### src/rtl/alu_sequencer.sv
// Issues decoded instructions to an external combinational ALU, writes back, returns the result.
// Latency: operands registered on accept (T0), writeback and res_valid at T0+1, earliest handshake T0+2.
// Backpressure: result held stable while res_ready is low; instr_ready only in IDLE.
module alu_sequencer #(
    parameter int REG_ADDR_W = 2,
    parameter int RETIRE_W   = 8,
    parameter int INSTR_W    = 3 + 2*REG_ADDR_W + 1 + 8
) (
    input  logic                  clk,
    input  logic                  rst_n,
    input  logic                  instr_valid,
    output logic                  instr_ready,
    input  logic [INSTR_W-1:0]    instr,
    output logic [7:0]            alu_ina,
    output logic [7:0]            alu_inb,
    output logic [2:0]            alu_opcode,
    input  logic [7:0]            alu_out,
    input  logic                  alu_cout,
    input  logic                  alu_carry_flag,
    input  logic                  alu_zero_flag,
    output logic                  res_valid,
    input  logic                  res_ready,
    output logic [7:0]            res_data,
    output logic [2:0]            status,
    output logic [RETIRE_W-1:0]   retired,
    input  logic [REG_ADDR_W-1:0] dbg_addr,
    output logic [7:0]            dbg_data
);

    localparam int NREGS = 1 << REG_ADDR_W;

    typedef enum logic [1:0] {
        IDLE,
        EXEC,
        RESP
    } state_t;

    state_t                state;
    logic [7:0]            regs [NREGS];
    logic [REG_ADDR_W-1:0] rd_q;

    logic [2:0]            f_op;
    logic [REG_ADDR_W-1:0] f_rd;
    logic [REG_ADDR_W-1:0] f_ra;
    logic                  f_sel;
    logic [7:0]            f_imm;

    assign f_op  = instr[INSTR_W-1 -: 3];
    assign f_rd  = instr[8+2*REG_ADDR_W -: REG_ADDR_W];
    assign f_ra  = instr[8+REG_ADDR_W -: REG_ADDR_W];
    assign f_sel = instr[8];
    assign f_imm = instr[7:0];

    assign instr_ready = (state == IDLE);
    assign dbg_data    = regs[dbg_addr];

    always_ff @(posedge clk or negedge rst_n) begin
        if (!rst_n) begin
            state      <= IDLE;
            for (int i = 0; i < NREGS; i++) begin
                regs[i] <= 8'h00;
            end
            rd_q       <= '0;
            alu_ina    <= 8'h00;
            alu_inb    <= 8'h00;
            alu_opcode <= 3'b000;
            res_valid  <= 1'b0;
            res_data   <= 8'h00;
            status     <= 3'b000;
            retired    <= '0;
        end else begin
            case (state)
                IDLE: begin
                    if (instr_valid) begin
                        alu_opcode <= f_op;
                        alu_ina    <= regs[f_ra];
                        // Register mode reuses the low imm bits as the second source address.
                        alu_inb    <= f_sel ? f_imm : regs[f_imm[REG_ADDR_W-1:0]];
                        rd_q       <= f_rd;
                        state      <= EXEC;
                    end
                end
                EXEC: begin
                    regs[rd_q] <= alu_out;
                    res_data   <= alu_out;
                    status     <= {alu_cout, alu_carry_flag, alu_zero_flag};
                    res_valid  <= 1'b1;
                    state      <= RESP;
                end
                RESP: begin
                    if (res_ready) begin
                        res_valid <= 1'b0;
                        retired   <= retired + RETIRE_W'(1);
                        state     <= IDLE;
                    end
                end
                default: state <= IDLE;
            endcase
        end
    end

endmodule

### config.mk
export PLATFORM = sky130hd
export DESIGN_NAME = alu_sequencer
export DESIGN_NICKNAME = d
export VERILOG_FILES = /design/src/rtl/alu_sequencer.sv
export SDC_FILE = /design/constraint.sdc
export NUM_CORES = 1
export LEC_CHECK = 0
export BUFFER_PORTS_ARGS = -buffer_cell sky130_fd_sc_hd__buf_2
export CORE_MARGIN = 2
export CORE_UTILIZATION = 35
export DETAILED_ROUTE_END_ITERATION = 10
export GPL_TIMING_DRIVEN = 0
export PLACE_DENSITY = 0.64
export RECOVER_POWER = 100
export SYNTH_ARGS = -nofsm -noshare
export SYNTH_HDL_FRONTEND = slang
export SYNTH_SLANG_ARGS = --single-unit
### constraint.sdc
create_clock -name clk -period 1.89 [get_ports clk]
set_input_delay 0.0945 -clock clk [delete_from_list [all_inputs] [get_ports clk]]
set_output_delay 0.0945 -clock clk [all_outputs]
set_load 0.05 [all_outputs]
==> run metrics, run 1 <==
area of the core=9770 sq um; Pwr per Cell Area=1910 nW/um^2; GPL Wtd Cong=0.772; Setup TNS=0 ns; Peak VDD IR=slightly below 0.001 V; largest cells by area after synthesis=dfrtp_1, mux2_2, mux4_2; Arr. time, crit path=about 2.0 ns; Worst setup EP type=flop; Hold Path Depth=2; CP max FO=8; fin crit share=between 90% and 100%; Tightest Pin Transition=0.689 ns; top cell type's share of synthesized area=53.2%; largest family of logic cells by synthesized area=multiplexers; clock period minus worst slack=~1.8 ns; Reg2Reg Capture Point=regs[23]; Seq/Total Area, Yosys=a little over half; Final Core Density=44.7%; Die Y=between 100 and 150 um; critical path's largest stage delay=slightly below 0.5 ns; first-pass GRT wire length=approximately 14000 um; worst skew pair latency=0.35 ns; largest net degree at the start of global routing=between 60 and 70; highest clock rate=about 560 MHz; simple-gate share of the synthesized area=9.53%; reg2reg path depth=4; post-synthesis compound-gate area fraction=3.93%; area share of xor/xnor cells in the synthesized design=1.74%; worst hold start=alu_out[6]; Slowest cell on crit path=nor3b_4; max-slew violations=0; initial core utilization=a little over a third; I/O pin count=81; WL per Instance=around 17 um; # H-tree levels=3; synthesized flop and latch total=75; Core Rows=36; Total Die Area=approximately 11000 sq um; Post-Synth Adder-Cell Area=less than 1%; overall routed net length=~8600 um; critical-path cell list=nand2b_1 > buf_6 > nor3b_4 > mux2_2; Clock Skews=around 0.0090 ns; 1st-iter DRT viols=~140; Max Cap Viol=0; final hold vios=0; Clock Path Buffers=2; mux cell area share after synthesis=approximately 30%; number of port buffers=75; vias in the first global route=about 2500; initial antenna violation count=0; Final ANT Viol Nets=0; worst rel slew slack=54.0%; cell family with most CP delay=simple AND/OR/NAND/NOR gates; WP data required=between 2 and 2.5 ns; root buffer cell=clkbuf_8; Layout fillers=roughly 940; WHS Endpoint=res_data[6]; Yosys top cell by area=dfrtp_1; die width=around 100 um; RSZ-0062 raised after global routing=no; setup bufs post-CTS=0; Hold WS=~0.042 ns; yosys warns=0; DRT Pass-1 Iters=4; Synth cell types=33; cell count after synthesis=261; global route overflow=0; clk slew on worst S/H paths=~0.080 ns; share of layout cells above drive strength 1=~37%; syn nets=295; CP Launch Type=flop; Post-route DRC=0; r2r startpoint=state[1]; Post-Syn Area=approximately 3500 sq um; all-layer global routing usage=approximately 16%; outcome=completed; number of buffers created by CTS=9; Syn Area/Cell=between 10 and 15 sq um; FF-to-FF setup slack=approximately 0.12 ns; Setup Crit Path Kind=reg -> reg; Final setup viols=0; CP bufs+invs=1; mean number of vias per cell=around 5; diode count=0; Vias=approximately 2500; Leakage=around 1.9 nW; post-DP HPWL=5890 um; NumNets Final=392; area grow syn2layout=23.6%; CTS tree=built; Hold Crit Class=in -> reg; TritonCTS Sinks=75
[state kept, by name, indices dropped and copies added (netlist names)]
| signal | flops |
|---|---|
| alu_ina | 8 |
| alu_inb | 8 |
| regs | 32 |
| rd_q | 2 |
| state | 2 |
| status | 3 |
| res_data | 8 |
| res_valid | 1 |
| alu_opcode | 3 |
| retired | 8 |
[through the flow]
step,total power [mW],cells,area [sq um],setup WS (ns)
global route,8.84,496,4370,0.0160
floorplan,6.13,261,3530,0.364
global placement,7.06,469,4070,0.0898
detailed placement,7.15,470,4100,0.0921
CTS,8.54,496,4420,0.0576
finish,8.35,496,4370,0.116
[synth_stat cells]
cell,count
inv_2,1
mux2_2,56
nor2b_1,1
nand4b_1,1
and4b_1,1
xnor2_1,3
nand2_1,42
dfrtp_1,75
buf_6,1
and3_1,1
ha_1,1
xor2_1,4
o21ai_0,1
nand3b_1,1
clkbuf_1,2
nand2b_1,2
mux2i_1,4
nand3_1,3
nor2_1,9
o21bai_1,2
nor3b_4,2
or3b_1,1
buf_1,2
a31oi_1,1
buf_2,8
a222oi_1,6
a22o_1,2
nor3_4,1
mux4_2,16
inv_1,1
nor3_1,2
nand4_1,1
a21oi_1,7
[layout by cell type (no fill, tap or decap), types with 3 or more instances in the layout]
master / Yosys / layout
mux2i_1: 4 / 4
a21oi_1: 7 / 7
mux2_2: 56 / 56
xnor2_1: 3 / 3
nor2_1: 9 / 9
clkbuf_1: 2 / 44
clkbuf_2: 0 / 10
nand2_1: 42 / 42
xor2_1: 4 / 4
mux4_2: 16 / 16
clkbuf_8: 0 / 9
a222oi_1: 6 / 6
buf_2: 8 / 32
dlygate4sd3_1: 0 / 10
dfrtp_1: 75 / 75
nand3_1: 3 / 3
[power breakdown]
part | internal (mW) | total, mW | switching [mW]
combinational | 1.36 | 4.02 | 2.67
sequential | 2.36 | 2.98 | 0.618
clock | 0.746 | 1.35 | 0.603
total | 4.47 | 8.35 | 3.89
[cell type report]
cell class / instances / area (sq um) / area share (%)
buffer: 13 / 66.3 / 1.52
clock buffer: 10 / 128 / 2.92
clock inverter: 6 / 88.8 / 2.03
inverter: 2 / 7.51 / 0.172
multi-input combinational: 171 / 1580 / 36.2
sequential: 75 / 1880 / 43.0
tap: 133 / 166 / 3.81
timing repair buffer: 86 / 452 / 10.3
[metal layers]
metal / vias up / GRT usage (%) / wire (um)
met5: - / 0 / 0
met4: 0 / 5.12 / 77
met3: 10 / 3.20 / 538
met2: 92 / 25.3 / 3980
met1: 1248 / 23.3 / 3960
li1: 1140 / - / -
[cells by family after synthesis]
family | after synthesis
simple gates | 68
compound gates | 19
xor+xnor | 7
mux | 76
buf+inv | 15
fa+ha+maj | 1
flops | 75
[how the worst max path moves through the flow]
stage	slack, ns	from	end	depth (start not counted)
2_1_floorplan	0.36	state[1]	regs[16]	4
3_3_place_gp	0.09	state[1]	regs[21]	4
3_5_place_dp	0.09	state[1]	regs[17]	4
4_1_cts	0.06	state[1]	regs[23]	4
5_1_grt	0.02	state[1]	regs[20]	4
6_report	0.12	state[1]	regs[23]	4
[repair_timing]
| item | CTS | global route |
|---|---|---|
| resized for setup | 0 | 0 |
| endpoints found under the setup margin | 0 | 3 |
| hold endpoints to repair | 84 | 0 |
| hold buffers | 10 | 0 |
Power figures use the tool's default switching activity.
==> inputs of run 2 (changes only) <==
==> constraint.sdc (replaced) <==
create_clock -name clk -period 1.89 [get_ports clk]
set_input_delay 0.189 -clock clk [delete_from_list [all_inputs] [get_ports clk]]
set_output_delay 0.189 -clock clk [all_outputs]
set_load 0.05 [all_outputs]
==> run metrics, run 2 (synthesized netlist as in run 1, its figures left out) <==
CP max FO=8 (unchanged); final instance area=4280 sq um (was 4370 sq um); Placed Area=4100 sq um (unchanged); area grow syn2layout=21.1% (was 23.6%); worst skew pair latency=0.35 ns (about the same); worst rel slew slack=54.8% (was 54.0%); Setup Crit Path Kind=reg -> reg (unchanged); GPL Wtd Cong=0.772 (unchanged); Sw Share=46.6% (was 46.5%); all-layer global routing usage=16.3% (was 16.4%); Largest register FFs=32 (unchanged); sw power=3.89 mW (about the same); fin crit share=94.0% (was 93.9%); Biggest register=regs (unchanged); I/O pin count=81 (unchanged); DRT Pass-1 Iters=5 (was 4); post-DP HPWL=5890 um (unchanged); DP Cell Count=470 (unchanged); clock period minus worst slack=1.78 ns (was 1.77 ns); mean number of vias per cell=5.09 (was 5.02); root buffer cell=clkbuf_8 (unchanged); Gate power share=48.0% (was 48.2%); Layout fillers=945 (was 936); # H-tree levels=3 (unchanged); WP data required=2.12 ns (about the same); number of port buffers=75 (unchanged); global route overflow=0 (unchanged); Hold Crit Class=in -> reg (unchanged); Total Die Area=10900 sq um (unchanged); share of layout cells above drive strength 1=38.1% (was 37.2%); CP Launch Type=flop (unchanged); largest net degree at the start of global routing=67 (unchanged); critical-path cell list=nand2b_1 > buf_6 > nor3b_4 > mux2_2 (unchanged); vias in the first global route=2462 (was 2496); CP bufs+invs=1 (unchanged); Setup TNS=0 ns (unchanged); clk slew on worst S/H paths=0.08 ns (about the same); initial core utilization=36.1% (unchanged); critical path's largest stage delay=0.49 ns (about the same); CTS tree=built (unchanged); NumNets Final=383 (was 392); overall routed net length=8460 um (was 8560 um); Tightest Pin Transition=0.677 ns (was 0.689 ns); WL per Instance=17.4 um (was 17.3 um); Pwr per Cell Area=1950 nW/um^2 (was 1910 nW/um^2); Clock Path Buffers=2 (unchanged); Post-Layout Cell Count=487 (was 496); Core Rows=36 (unchanged); RSZ-0062 raised after global routing=no (unchanged); Post-route DRC=0 (unchanged); commonest non-fill, non-tap cell in the layout=dfrtp_1 (unchanged); Final ANT Viol Nets=0 (unchanged); TritonCTS Sinks=75 (unchanged); Leakage=1.88 nW (was 1.92 nW); Seq pwr share=35.7% (about the same); Worst setup EP type=flop (unchanged); Max Cap Viol=0 (unchanged); cell family with most CP delay=simple AND/OR/NAND/NOR gates (unchanged); Peak VDD IR=0.000985 V (was 0.000986 V); Pint=4.45 mW (was 4.47 mW); initial antenna violation count=0 (unchanged); Die Y=104 um (unchanged); 1st-iter DRT viols=148 (was 137); max-slew violations=0 (unchanged); clock power share=16.2% (was 16.1%); die width=104 um (unchanged); Slowest cell on crit path=nor3b_4 (unchanged); diode count=0 (unchanged); Vias=2480 (was 2490); first-pass GRT wire length=13600 um (was 13700 um); final hold vios=0 (unchanged); commonest non-fill, non-tap cells in the layout=dfrtp_1, mux2_2, clkbuf_1, nand2_1, buf_2 (unchanged); area of the core=9770 sq um (unchanged); highest clock rate=563 MHz (was 564 MHz); Clock Skews=0.00980 ns (was 0.00898 ns); outcome=completed (unchanged); Final setup viols=0 (unchanged); number of buffers created by CTS=9 (unchanged); Arr. time, crit path=2.01 ns (was 2.00 ns)
run 2: cell types whose count changed in the layout (fill, tap and decap cells not counted), sizes merged:
cell         before  now
dlygate4sd3      10    1
run 2: path summary, 6_finish.rpt:
check                           start             to  slack [ns]  cells after the start
min reg2reg                retired[7]     retired[7]        0.47                      1
max                          state[1]       regs[23]        0.11                      4
max in group asynchronous       rst_n    res_data[2]        0.74                      3
min                         instr[15]  alu_opcode[2]        0.04                      3
min in group asynchronous       rst_n     retired[3]        0.39                      2
max reg2reg                  state[1]       regs[23]        0.11                      4
run 2: routing by layer:
layer	share of wire (%)	wire, um	GRT usage [%]	vias to the layer above
met5	0	0	0	-
met1	46	3910	23.2	1252
met4	1.3	106	5.12	0
met2	47	3960	25.1	93
met3	5.8	491	3.20	11
li1	-	-	-	1124
run 2: final cells by class:
class	instances	area (sq um)	area share, %
sequential	75	1880	43.9
multi-input combinational	171	1580	37.0
timing repair buffer	77	362	8.46
tap	133	166	3.89
clock buffer	10	128	2.99
clock inverter	6	88.8	2.08
buffer	13	66.3	1.55
inverter	2	7.51	0.176
run 2: timing repair:
item | CTS | global route
setup buffers | 0 | 0
setup endpoints to repair | 0 | 3
gates resized for setup | 0 | 0
endpoints found under the hold margin | 75 | 0
hold buffers | 1 | 0
run 2: power by group through the flow:
stage | combinational (mW) | clock (mW) | sequential, mW
after detailed placement | 4.16 | 0 | 2.99
after floorplan | 1.97 | 0 | 4.16
final | 4.01 | 1.35 | 2.98
after global routing | 4.26 | 1.46 | 3.11
after global placement | 4.10 | 0 | 2.95
after CTS | 4.17 | 1.39 | 2.97
run 2: through the flow:
step | power (mW) | hold slack, ns | util [%] | setup WS, ns
4_1_cts | 8.52 | 0.0216 | 44.3 | 0.0576
3_5_place_dp | 7.15 | 0.0396 | 42.0 | 0.0921
6_report | 8.34 | 0.0351 | 43.7 | 0.114
5_1_grt | 8.83 | 0.0349 | 43.7 | 0.0160
2_1_floorplan | 6.13 | -0.107 | - | 0.364
3_3_place_gp | 7.06 | 0.387 | 41.7 | 0.0898
run 2: worst register-to-register path, cell delays in order (launching register included):
cell and delay [ns]:
dfrtp_1 0.44, nand2b_1 0.18, buf_6 0.15, nor3b_4 0.49, mux2_2 0.40
